### src/rtl/uart_pkg.sv
// Shared types and constants for the UART receive path.
package uart_pkg;

  localparam int unsigned DATA_BITS = 8;

  typedef enum logic [2:0] {
    StIdle,
    StStart,
    StData,
    StStop,
    StWaitIdle
  } rx_state_t;

  // Bits needed to index 'value' entries (ceil(log2(value))).
  function automatic int unsigned clog2(input int unsigned value);
    int unsigned res;
    int unsigned v;
    res = 0;
    v   = value - 1;
    while (v > 0) begin
      res = res + 1;
      v   = v >> 1;
    end
    return res;
  endfunction

endpackage

### src/rtl/uart_sync_fifo.sv
// Single-clock FIFO with extra-MSB pointers; accepts a push while full if a pop happens
// in the same cycle.
module uart_sync_fifo
  import uart_pkg::*;
#(
  parameter int unsigned WIDTH = 8,
  parameter int unsigned DEPTH = 4
) (
  input  logic             clock,
  input  logic             rst_n,
  input  logic             i_push,
  input  logic [WIDTH-1:0] i_wdata,
  input  logic             i_pop,
  output logic             o_full,
  output logic             o_empty,
  output logic [WIDTH-1:0] o_head
);

  localparam int unsigned AW = clog2(DEPTH);
  localparam int unsigned PW = AW + 1;

  logic [WIDTH-1:0] r_mem [DEPTH];
  logic [PW-1:0]    r_wr_ptr;
  logic [PW-1:0]    r_rd_ptr;
  logic [PW-1:0]    w_ptr_diff;
  logic             w_do_push;
  logic             w_do_pop;

  assign w_ptr_diff = r_wr_ptr ^ r_rd_ptr;
  assign o_empty    = (w_ptr_diff == '0);
  assign o_full     = (w_ptr_diff == {1'b1, {AW{1'b0}}});

  assign w_do_pop  = i_pop & ~o_empty;
  assign w_do_push = i_push & (~o_full | w_do_pop);

  always_ff @(posedge clock or negedge rst_n) begin
    if (!rst_n) begin
      r_wr_ptr <= '0;
      r_rd_ptr <= '0;
    end else begin
      if (w_do_push) r_wr_ptr <= r_wr_ptr + PW'(1);
      if (w_do_pop)  r_rd_ptr <= r_rd_ptr + PW'(1);
    end
  end

  always_ff @(posedge clock) begin
    if (w_do_push) r_mem[r_wr_ptr[AW-1:0]] <= i_wdata;
  end

  // Forced to zero when empty so the head reads as zero out of reset.
  assign o_head = o_empty ? '0 : r_mem[r_rd_ptr[AW-1:0]];

endmodule

### src/rtl/uart_rx_fifo.sv
// 8N1 UART receiver feeding a small receive FIFO, with sticky framing/overrun flags.
// Define UART_RX_MAJORITY_EN for a 2-of-3 vote at every sample point.
module uart_rx_fifo
  import uart_pkg::*;
#(
  parameter int unsigned CLKS_PER_BIT = 16,
  parameter int unsigned FIFO_DEPTH   = 4
) (
  input  logic                 clock,
  input  logic                 rst_n,
  input  logic                 rx,
  input  logic                 rd_en,
  output logic [DATA_BITS-1:0] dout,
  output logic                 rdy,
  output logic                 full,
  output logic                 frame_err,
  output logic                 overrun,
  input  logic                 err_clr
);

  localparam int unsigned CW = clog2(CLKS_PER_BIT);
  localparam int unsigned BW = clog2(DATA_BITS);
  localparam logic [CW-1:0] HALF_LAST = CW'(CLKS_PER_BIT / 2 - 1);
  localparam logic [CW-1:0] BIT_LAST  = CW'(CLKS_PER_BIT - 1);
  localparam logic [BW-1:0] IDX_LAST  = BW'(DATA_BITS - 1);

  rx_state_t r_state;
  rx_state_t w_state_d;

  logic                 r_rx_meta;
  logic                 r_rx_s;
  logic                 r_rx_prev;
  logic [CW-1:0]        r_cnt;
  logic [BW-1:0]        r_bit_cnt;
  logic [DATA_BITS-1:0] r_shift;
  logic                 r_frame_err;
  logic                 r_overrun;

  logic w_rx_fall;
  logic w_bit;
  logic w_tick_half;
  logic w_tick_bit;
  logic w_cnt_clr;
  logic w_shift;
  logic w_push_req;
  logic w_ferr_set;
  logic w_ovr_set;
  logic w_pop;
  logic w_empty;
  logic w_full;

  always_ff @(posedge clock or negedge rst_n) begin
    if (!rst_n) begin
      r_rx_meta <= 1'b1;
      r_rx_s    <= 1'b1;
      r_rx_prev <= 1'b1;
    end else begin
      r_rx_meta <= rx;
      r_rx_s    <= r_rx_meta;
      r_rx_prev <= r_rx_s;
    end
  end

  assign w_rx_fall = r_rx_prev & ~r_rx_s;

`ifdef UART_RX_MAJORITY_EN
  logic r_rx_prev2;

  always_ff @(posedge clock or negedge rst_n) begin
    if (!rst_n) r_rx_prev2 <= 1'b1;
    else        r_rx_prev2 <= r_rx_prev;
  end

  // The decision edge stays put; the two earlier samples are taken from history.
  assign w_bit = (r_rx_s & r_rx_prev) | (r_rx_s & r_rx_prev2) | (r_rx_prev & r_rx_prev2);
`else
  assign w_bit = r_rx_s;
`endif

  assign w_tick_half = (r_cnt == HALF_LAST);
  assign w_tick_bit  = (r_cnt == BIT_LAST);

  always_ff @(posedge clock or negedge rst_n) begin
    if (!rst_n) r_state <= StIdle;
    else        r_state <= w_state_d;
  end

  always_comb begin
    w_state_d = r_state;
    unique case (r_state)
      StIdle:     if (w_rx_fall) w_state_d = StStart;
      StStart:    if (w_tick_half) w_state_d = w_bit ? StIdle : StData;
      StData:     if (w_tick_bit && (r_bit_cnt == IDX_LAST)) w_state_d = StStop;
      StStop:     if (w_tick_bit) w_state_d = w_bit ? StIdle : StWaitIdle;
      StWaitIdle: if (r_rx_s) w_state_d = StIdle;
      default:    w_state_d = StIdle;
    endcase
  end

  always_comb begin
    w_cnt_clr  = 1'b0;
    w_shift    = 1'b0;
    w_push_req = 1'b0;
    w_ferr_set = 1'b0;
    unique case (r_state)
      StIdle:  w_cnt_clr = 1'b1;
      StStart: w_cnt_clr = w_tick_half;
      StData: begin
        w_cnt_clr = w_tick_bit;
        w_shift   = w_tick_bit;
      end
      StStop: begin
        w_push_req = w_tick_bit & w_bit;
        w_ferr_set = w_tick_bit & ~w_bit;
      end
      default: ;
    endcase
  end

  always_ff @(posedge clock or negedge rst_n) begin
    if (!rst_n) begin
      r_cnt     <= '0;
      r_bit_cnt <= '0;
      r_shift   <= '0;
    end else begin
      if (w_cnt_clr) r_cnt <= '0;
      else           r_cnt <= r_cnt + CW'(1);

      if (r_state != StData) r_bit_cnt <= '0;
      else if (w_shift)      r_bit_cnt <= r_bit_cnt + BW'(1);

      // LSB arrives first, so each new bit enters at the top.
      if (w_shift) r_shift <= {w_bit, r_shift[DATA_BITS-1:1]};
    end
  end

  assign w_pop     = rd_en & ~w_empty;
  assign w_ovr_set = w_push_req & w_full & ~w_pop;

  always_ff @(posedge clock or negedge rst_n) begin
    if (!rst_n) begin
      r_frame_err <= 1'b0;
      r_overrun   <= 1'b0;
    end else begin
      if (w_ferr_set)   r_frame_err <= 1'b1;
      else if (err_clr) r_frame_err <= 1'b0;

      if (w_ovr_set)    r_overrun <= 1'b1;
      else if (err_clr) r_overrun <= 1'b0;
    end
  end

  uart_sync_fifo #(
    .WIDTH (DATA_BITS),
    .DEPTH (FIFO_DEPTH)
  ) u_fifo (
    .clock   (clock),
    .rst_n   (rst_n),
    .i_push  (w_push_req),
    .i_wdata (r_shift),
    .i_pop   (w_pop),
    .o_full  (w_full),
    .o_empty (w_empty),
    .o_head  (dout)
  );

  assign rdy       = ~w_empty;
  assign full      = w_full;
  assign frame_err = r_frame_err;
  assign overrun   = r_overrun;

endmodule

### config.mk
export PLATFORM = sky130hd
export DESIGN_NAME = uart_rx_fifo
export DESIGN_NICKNAME = d
export VERILOG_FILES = /design/src/rtl/uart_pkg.sv /design/src/rtl/uart_sync_fifo.sv /design/src/rtl/uart_rx_fifo.sv
export SDC_FILE = /design/constraint.sdc
export NUM_CORES = 1
export LEC_CHECK = 0
export BUFFER_PORTS_ARGS = -buffer_cell sky130_fd_sc_hd__clkbuf_2
export CAP_MARGIN = 20
export CORE_MARGIN = 1.5
export CORE_UTILIZATION = 53
export CTS_CLUSTER_DIAMETER = 100
export DETAILED_ROUTE_END_ITERATION = 10
export HOLD_SLACK_MARGIN = 0.05
export PLACE_DENSITY = 0.74
export SLEW_MARGIN = 20
export SYNTH_ARGS = -nofsm -noshare
export SYNTH_HDL_FRONTEND = slang
export SYNTH_SLANG_ARGS = --single-unit
### constraint.sdc
create_clock -name clock -period 1.85 [get_ports clock]
set_input_delay 0.37 -clock clock [delete_from_list [all_inputs] [get_ports clock]]
set_output_delay 0.37 -clock clock [all_outputs]
set_load 0.02 [all_outputs]
After elaboration in Yosys (flattened, before gate mapping)
Memories as Yosys holds them, arrays and structs flattened.
Cells that the tools add are included.

word-level totals
  bits in registers = 29
  memory bits (writable) = 32
  output and inout bits = 12
  logic and storage cells = 72
  memories = 1

cells by class
  add/sub/neg operators = 4
  equal/unequal tests = 14
  mux-type cells = 21
  bitwise operators = 14
  reduce and logical (&&, ||, !) cells = 7

memory list
  memory        depth  width  rd ports  clocked after memory_dff  write ports  line                  source
  u_fifo.r_mem  4      8      1         0                         1            uart_sync_fifo.sv:22  logic [WIDTH-1:0] r_mem [DEPTH];

operator list
  operator                                                                  count
  3-bit two-way mux                                                         8
  3-bit case mux with 5 select lines                                        1
  2-bit inequality test (second input constant)                             5
  3-bit by 1-bit adder with 3-bit output (second input constant)            3
  3-bit equality test (second input constant)                               3
  1-bit bitwise AND                                                         8
  1-bit two-way mux                                                         8
  8-bit two-way mux                                                         1
  3-bit by 2-bit equality test with 1-bit output (second input constant)    2
  3-bit logical NOT                                                         2
  2-bit nonzero test                                                        3
  5-bit AND reduction                                                       1
  4-bit by 1-bit adder with 4-bit output (second input constant)            1
  4-bit by 3-bit equality test with 1-bit output (second input constant)    1
  4-bit equality test (second input constant)                               1
  4-bit two-way mux                                                         1
  1-bit NOT                                                                 4
  3-bit by 1-bit equality test with 1-bit output (second input constant)    1
  3-bit by 2-bit inequality test with 1-bit output (second input constant)  1
  1-bit case mux with 3 select lines                                        1
  3-bit XOR                                                                 1
  2-bit two-way mux                                                         1
  1-bit logical AND                                                         1
  1-bit bitwise OR                                                          1

Longest topological paths before layout
  depth after elaboration = 9
  gate-level depth with buffers = 7

Hierarchy
Synthesis repeated with hierarchy kept, for this count alone.

unflattened totals
  cells, all modules = 168
  area total of the unflattened synthesis = 2680.1 um^2

by module, submodules not included
  module          times used  cells each  area an instance (um^2)  sequential area each (um^2)
  uart_sync_fifo  1           85          1661.6                   1111.1
  uart_rx_fifo    1           83          1018.5                   579.3

Least setup slack after synthesis
Ideal clock, no wire load.

  path type = reg2reg
  start point = register r_cnt[0]
  end point = memory u_fifo.r_mem[3][0], enable pin
  setup time = 0.332 ns
  arrival time = 1.544 ns
  required time = 1.518 ns
  setup slack = -0.026 ns
  stages on the path, launching flop included = 8
  period minus slack after synthesis = 1.876 ns
  path through = dfrtp_1 ha_1 buf_2 and4b_1 and3_1 and3_1 buf_6 and2_1

between the ends
  word-level cells in the longest chain between the ends = 6

ends and longest elaborated chain
  what                                     line                  source
  start, declared                          uart_rx_fifo.sv:33    logic [CW-1:0] r_cnt;
  start signal, assigned                   uart_rx_fifo.sv:127   else r_cnt <= r_cnt + CW'(1);
  4-bit equality test                      uart_rx_fifo.sv:81    assign w_tick_bit = (r_cnt == BIT_LAST);
  1-bit bitwise AND                        uart_rx_fifo.sv:113   w_push_req = w_tick_bit & w_bit;
  1-bit two-way mux                        uart_rx_fifo.sv:105   unique case (r_state)
  1-bit bitwise AND                        uart_sync_fifo.sv:34  assign w_do_push = i_push & (~o_full | w_do_pop);
  1-bit two-way mux                        uart_sync_fifo.sv:47  if (w_do_push) r_mem[r_wr_ptr[AW-1:0]] <= i_wdata;
  1-bit two-way mux (implied by the code)  uart_sync_fifo.sv:47
  end, declared                            uart_sync_fifo.sv:22

Every way passes these cells.

Final worst setup path
  start point = register u_fifo.r_rd_ptr[0]
  end point = output dout[3]

between the ends
  word-level cells in the longest chain between the ends = 3
  elaborated cells on any way between the ends = 4
  classes of those cells = 1 x mux; 1 x bitwise; 1 x reduce/logical; 1 x memory

ends and longest elaborated chain
  what                                                                           line                  source
  start, declared                                                                uart_sync_fifo.sv:24  logic [PW-1:0] r_rd_ptr;
  start signal, assigned                                                         uart_sync_fifo.sv:42  if (w_do_pop) r_rd_ptr <= r_rd_ptr + PW'(1);
  parallel branches: the longest is 2 deep, another holds memory read 4 x 8 bit  --
  8-bit two-way mux *                                                            uart_sync_fifo.sv:51  assign o_head = o_empty ? '0 : r_mem[r_rd_ptr[AW-1:0]];
  end, declared                                                                  uart_rx_fifo.sv:13    output logic [DATA_BITS-1:0] dout,

Every way passes the cells marked *.

==> results.toml <==
[layout]
post-route-util_pct = 67.15
drive_above_1_share_pct = 36.76
multi_input_area_um2 = 922.1
area_growth_pct = 22.05
antenna_cells = 0
fin_cells = 271
regArea_um2 = 1692
nets = 212
n_fill_cell = 322

[clocking]
clock-root-buffer = "clkbuf_8"
postCtsHoldBufs = 0
ctsLongestPathBuffers = 2
cts_tree = "done"
cts_buffers = 9
insertion_delay_ns = 0.33
cts.sinks = 61
cts-htree-levels = 3
clkSlewWorstSetupHoldPaths_ns = 0.07

[route]
vias = 1433
drtIter0Drc = 124
ant_nets = 0
drtPass1Iterations = 4
drc = 0
wirelength_um = 4771
wl_per_cell_um = 17.61
vias_per_cell = 5.288

[grt]
antenna_found_initial = 0
grt_pass1_wl_um = 7493
grt_start_max_net_pins = 30
grt_overflow = 0
gr-usage-all-layers_pct = 19.95
grt_pass1_vias = 1495

[setup_path]
endpoint_kind = "output port"
startpoint_type = "flop"
rr_startpoint = "u_fifo.r_rd_ptr[0]"
ff2ff_path_depth = 5
r2r_end = "u_fifo.r_mem[0][2]"
crit_type = "reg2out"
crit_fanout = 5
path_cells = "clkbuf_16, mux4_2, and2_4, buf_6"
r2r_slack_ns = 0.04
arrival_ns = 1.69
slowest_stage = "mux4_2"
crit_family = "multiplexers"
critPathBufInv = 2
cp.required_ns = 1.48
cpPeakStageDelay_ns = 0.49

[sta]
period_share_pct = 111.2
setup_viol_count_final = 10
hold_viol = 0
relSlewSlack_pct = 52.37
worst_slew_pin_slew_ns = 0.7144
setup_ws_ns = -0.2068
timing.fmax_ghz = 0.4862
rsz0062_at_grt = "true"
drv_slew = 0
skew_ns = 0.005588
period_needed_ns = 2.057

[place]
hpwl_um = 3044
place_congestion = 0.8451
portBuffers = 16
placed_cells = 250

[logic_synthesis]
synth_top_cell_by_area = "edfxtp_1"
netlist_instances = 166
ys_top_cells_by_count = "edfxtp_1, dfrtp_1, and2_1"
async_flop_share_pct = 47.54
synth_edf_count = 32
synth_ff_type = "edfxtp_1"
ys_top_cells_by_area = "edfxtp_1, dfrtp_1, mux4_2"
yosysTopAreaCellShare_pct = 36.98
synth_area_um2 = 2599
synth_seq_cells = 61
syn-num-nets = 179
synthDistinctLibCells = 31
yosys_warnings = 0
synth_area_per_cell_um2 = 15.66
synth.most_common_cell = "edfxtp_1"
yosysSeqAreaShare_pct = 65.05

[power_and_ir_drop]
ir_drop_v = 0.0007681
p_per_area_nw_per_um2 = 1484
leakagePower_uw = 0.001280

[floorplan]
start_util_pct = 55.02
io_pins = 17
coreArea_um2 = 4723
rows = 25
dieArea_um2 = 5333
fp.dieW_um = 73.03
die_y_um = 73.03

[status]
status = "complete, but fails checks"
violations = "setup timing"

[worst_hold_path]
hold_class = "in2async"

[job]
cap_violations = 0
-- report_power, final --
part	internal [µW]	switching, µW	total, µW
Clock	606	490	1100
Combinational	1090	873	1970
Sequential	1530	115	1650
-- layer usage --
metal | track usage [%] | share of wire (%) | vias to the layer above
met2 | 31.92 | 52 | 35
met1 | 24.57 | 43 | 720
met4 | 8.805 | 0.73 | 0
met5 | 0 | 0 | -
li1 | - | - | 673
met3 | 6.906 | 3.9 | 5
-- state kept, by name, summed over array words and instances, names as in the netlist, 3 cells and up --
| name | count |
|---|---|
| u_fifo.r_wr_ptr | 3 |
| u_fifo.r_rd_ptr | 3 |
| r_shift | 8 |
| r_bit_cnt | 3 |
| u_fifo.r_mem | 32 |
| r_cnt | 4 |
| r_state | 3 |
-- cell families (layout without fill, tap and decap cells) --
family	after synthesis	in the layout	synth area share, %
simple gates	42	43	8.859
mux	20	20	12.18
flops	61	61	65.05
xor+xnor	11	11	4.285
fa+ha+maj	8	8	3.852
buf+inv	15	52	3.419
compound gates	9	9	2.359
-- worst max path at each step --
| stage | start | endpoint | slack [ns] | cells after the start |
|---|---|---|---|---|
| final | u_fifo.r_rd_ptr[0] | dout[3] | -0.21 | 4 |
| after detailed placement | r_cnt[0] | u_fifo.r_mem[0][4] | -0.02 | 5 |
| after CTS | u_fifo.r_rd_ptr[0] | dout[1] | -0.22 | 4 |
| after global routing | u_fifo.r_rd_ptr[0] | dout[3] | -0.25 | 4 |
| after floorplan | r_cnt[0] | u_fifo.r_mem[0][0] | -0.009 | 7 |
| after global placement | r_cnt[0] | u_fifo.r_mem[0][4] | 0.04 | 5 |
-- area by class of cell --
| class | instances | area share, % |
|---|---|---|
| inverters | 7 | 0.8284 |
| well taps | 67 | 2.643 |
| clock inverters | 6 | 1.696 |
| multi-input cells | 91 | 29.07 |
| flip-flops and latches | 61 | 53.33 |
| clock buffers | 10 | 4.024 |
| repair buffers | 29 | 8.402 |
-- stage by stage --
step	power, µW	worst slack, ns	instance area, µm²	setup TNS [ns]	hold WS [ns]
5_1_grt	4934	-0.2541	3172	-2.154	0.1006
3_3_place_gp	2947	0.03772	2785	0	0.3460
3_5_place_dp	3017	-0.02308	2785	-0.3413	0.3493
4_1_cts	4164	-0.2241	2999	-1.723	0.09331
6_report	4707	-0.2068	3172	-1.606	0.07877
2_1_floorplan	2640	-0.009221	2604	-0.2951	0.07441
-- placed cells by master (no fill, tap or decap), types with 2 or more instances in the layout --
| master | count |
|---|---|
| a21oi_1 | 3 |
| and2_4 | 12 |
| buf_4 | 12 |
| buf_6 | 9 |
| clkbuf_2 | 6 |
| clkbuf_8 | 9 |
| clkinv_1 | 3 |
| dfrtp_1 | 25 |
| dfstp_2 | 3 |
| edfxtp_1 | 32 |
| ha_1 | 8 |
| inv_1 | 7 |
| mux2_1 | 8 |
| mux2_4 | 2 |
| mux2i_1 | 2 |
| mux4_2 | 8 |
| nand3_1 | 8 |
| nand3_4 | 2 |
| nand4_1 | 2 |
| nor2_1 | 10 |
| o22ai_1 | 2 |
| xnor2_1 | 6 |
| xnor2_4 | 2 |
| xor2_1 | 2 |
-- timing repair --
action                                  in CTS  in global routing
buffers inserted                             1                  2
resized for setup                            7                 46
cloned                                       0                  2
endpoints found under the setup margin      40                 48
pin swaps                                    0                  6
Power figures use the tool's default switching activity.
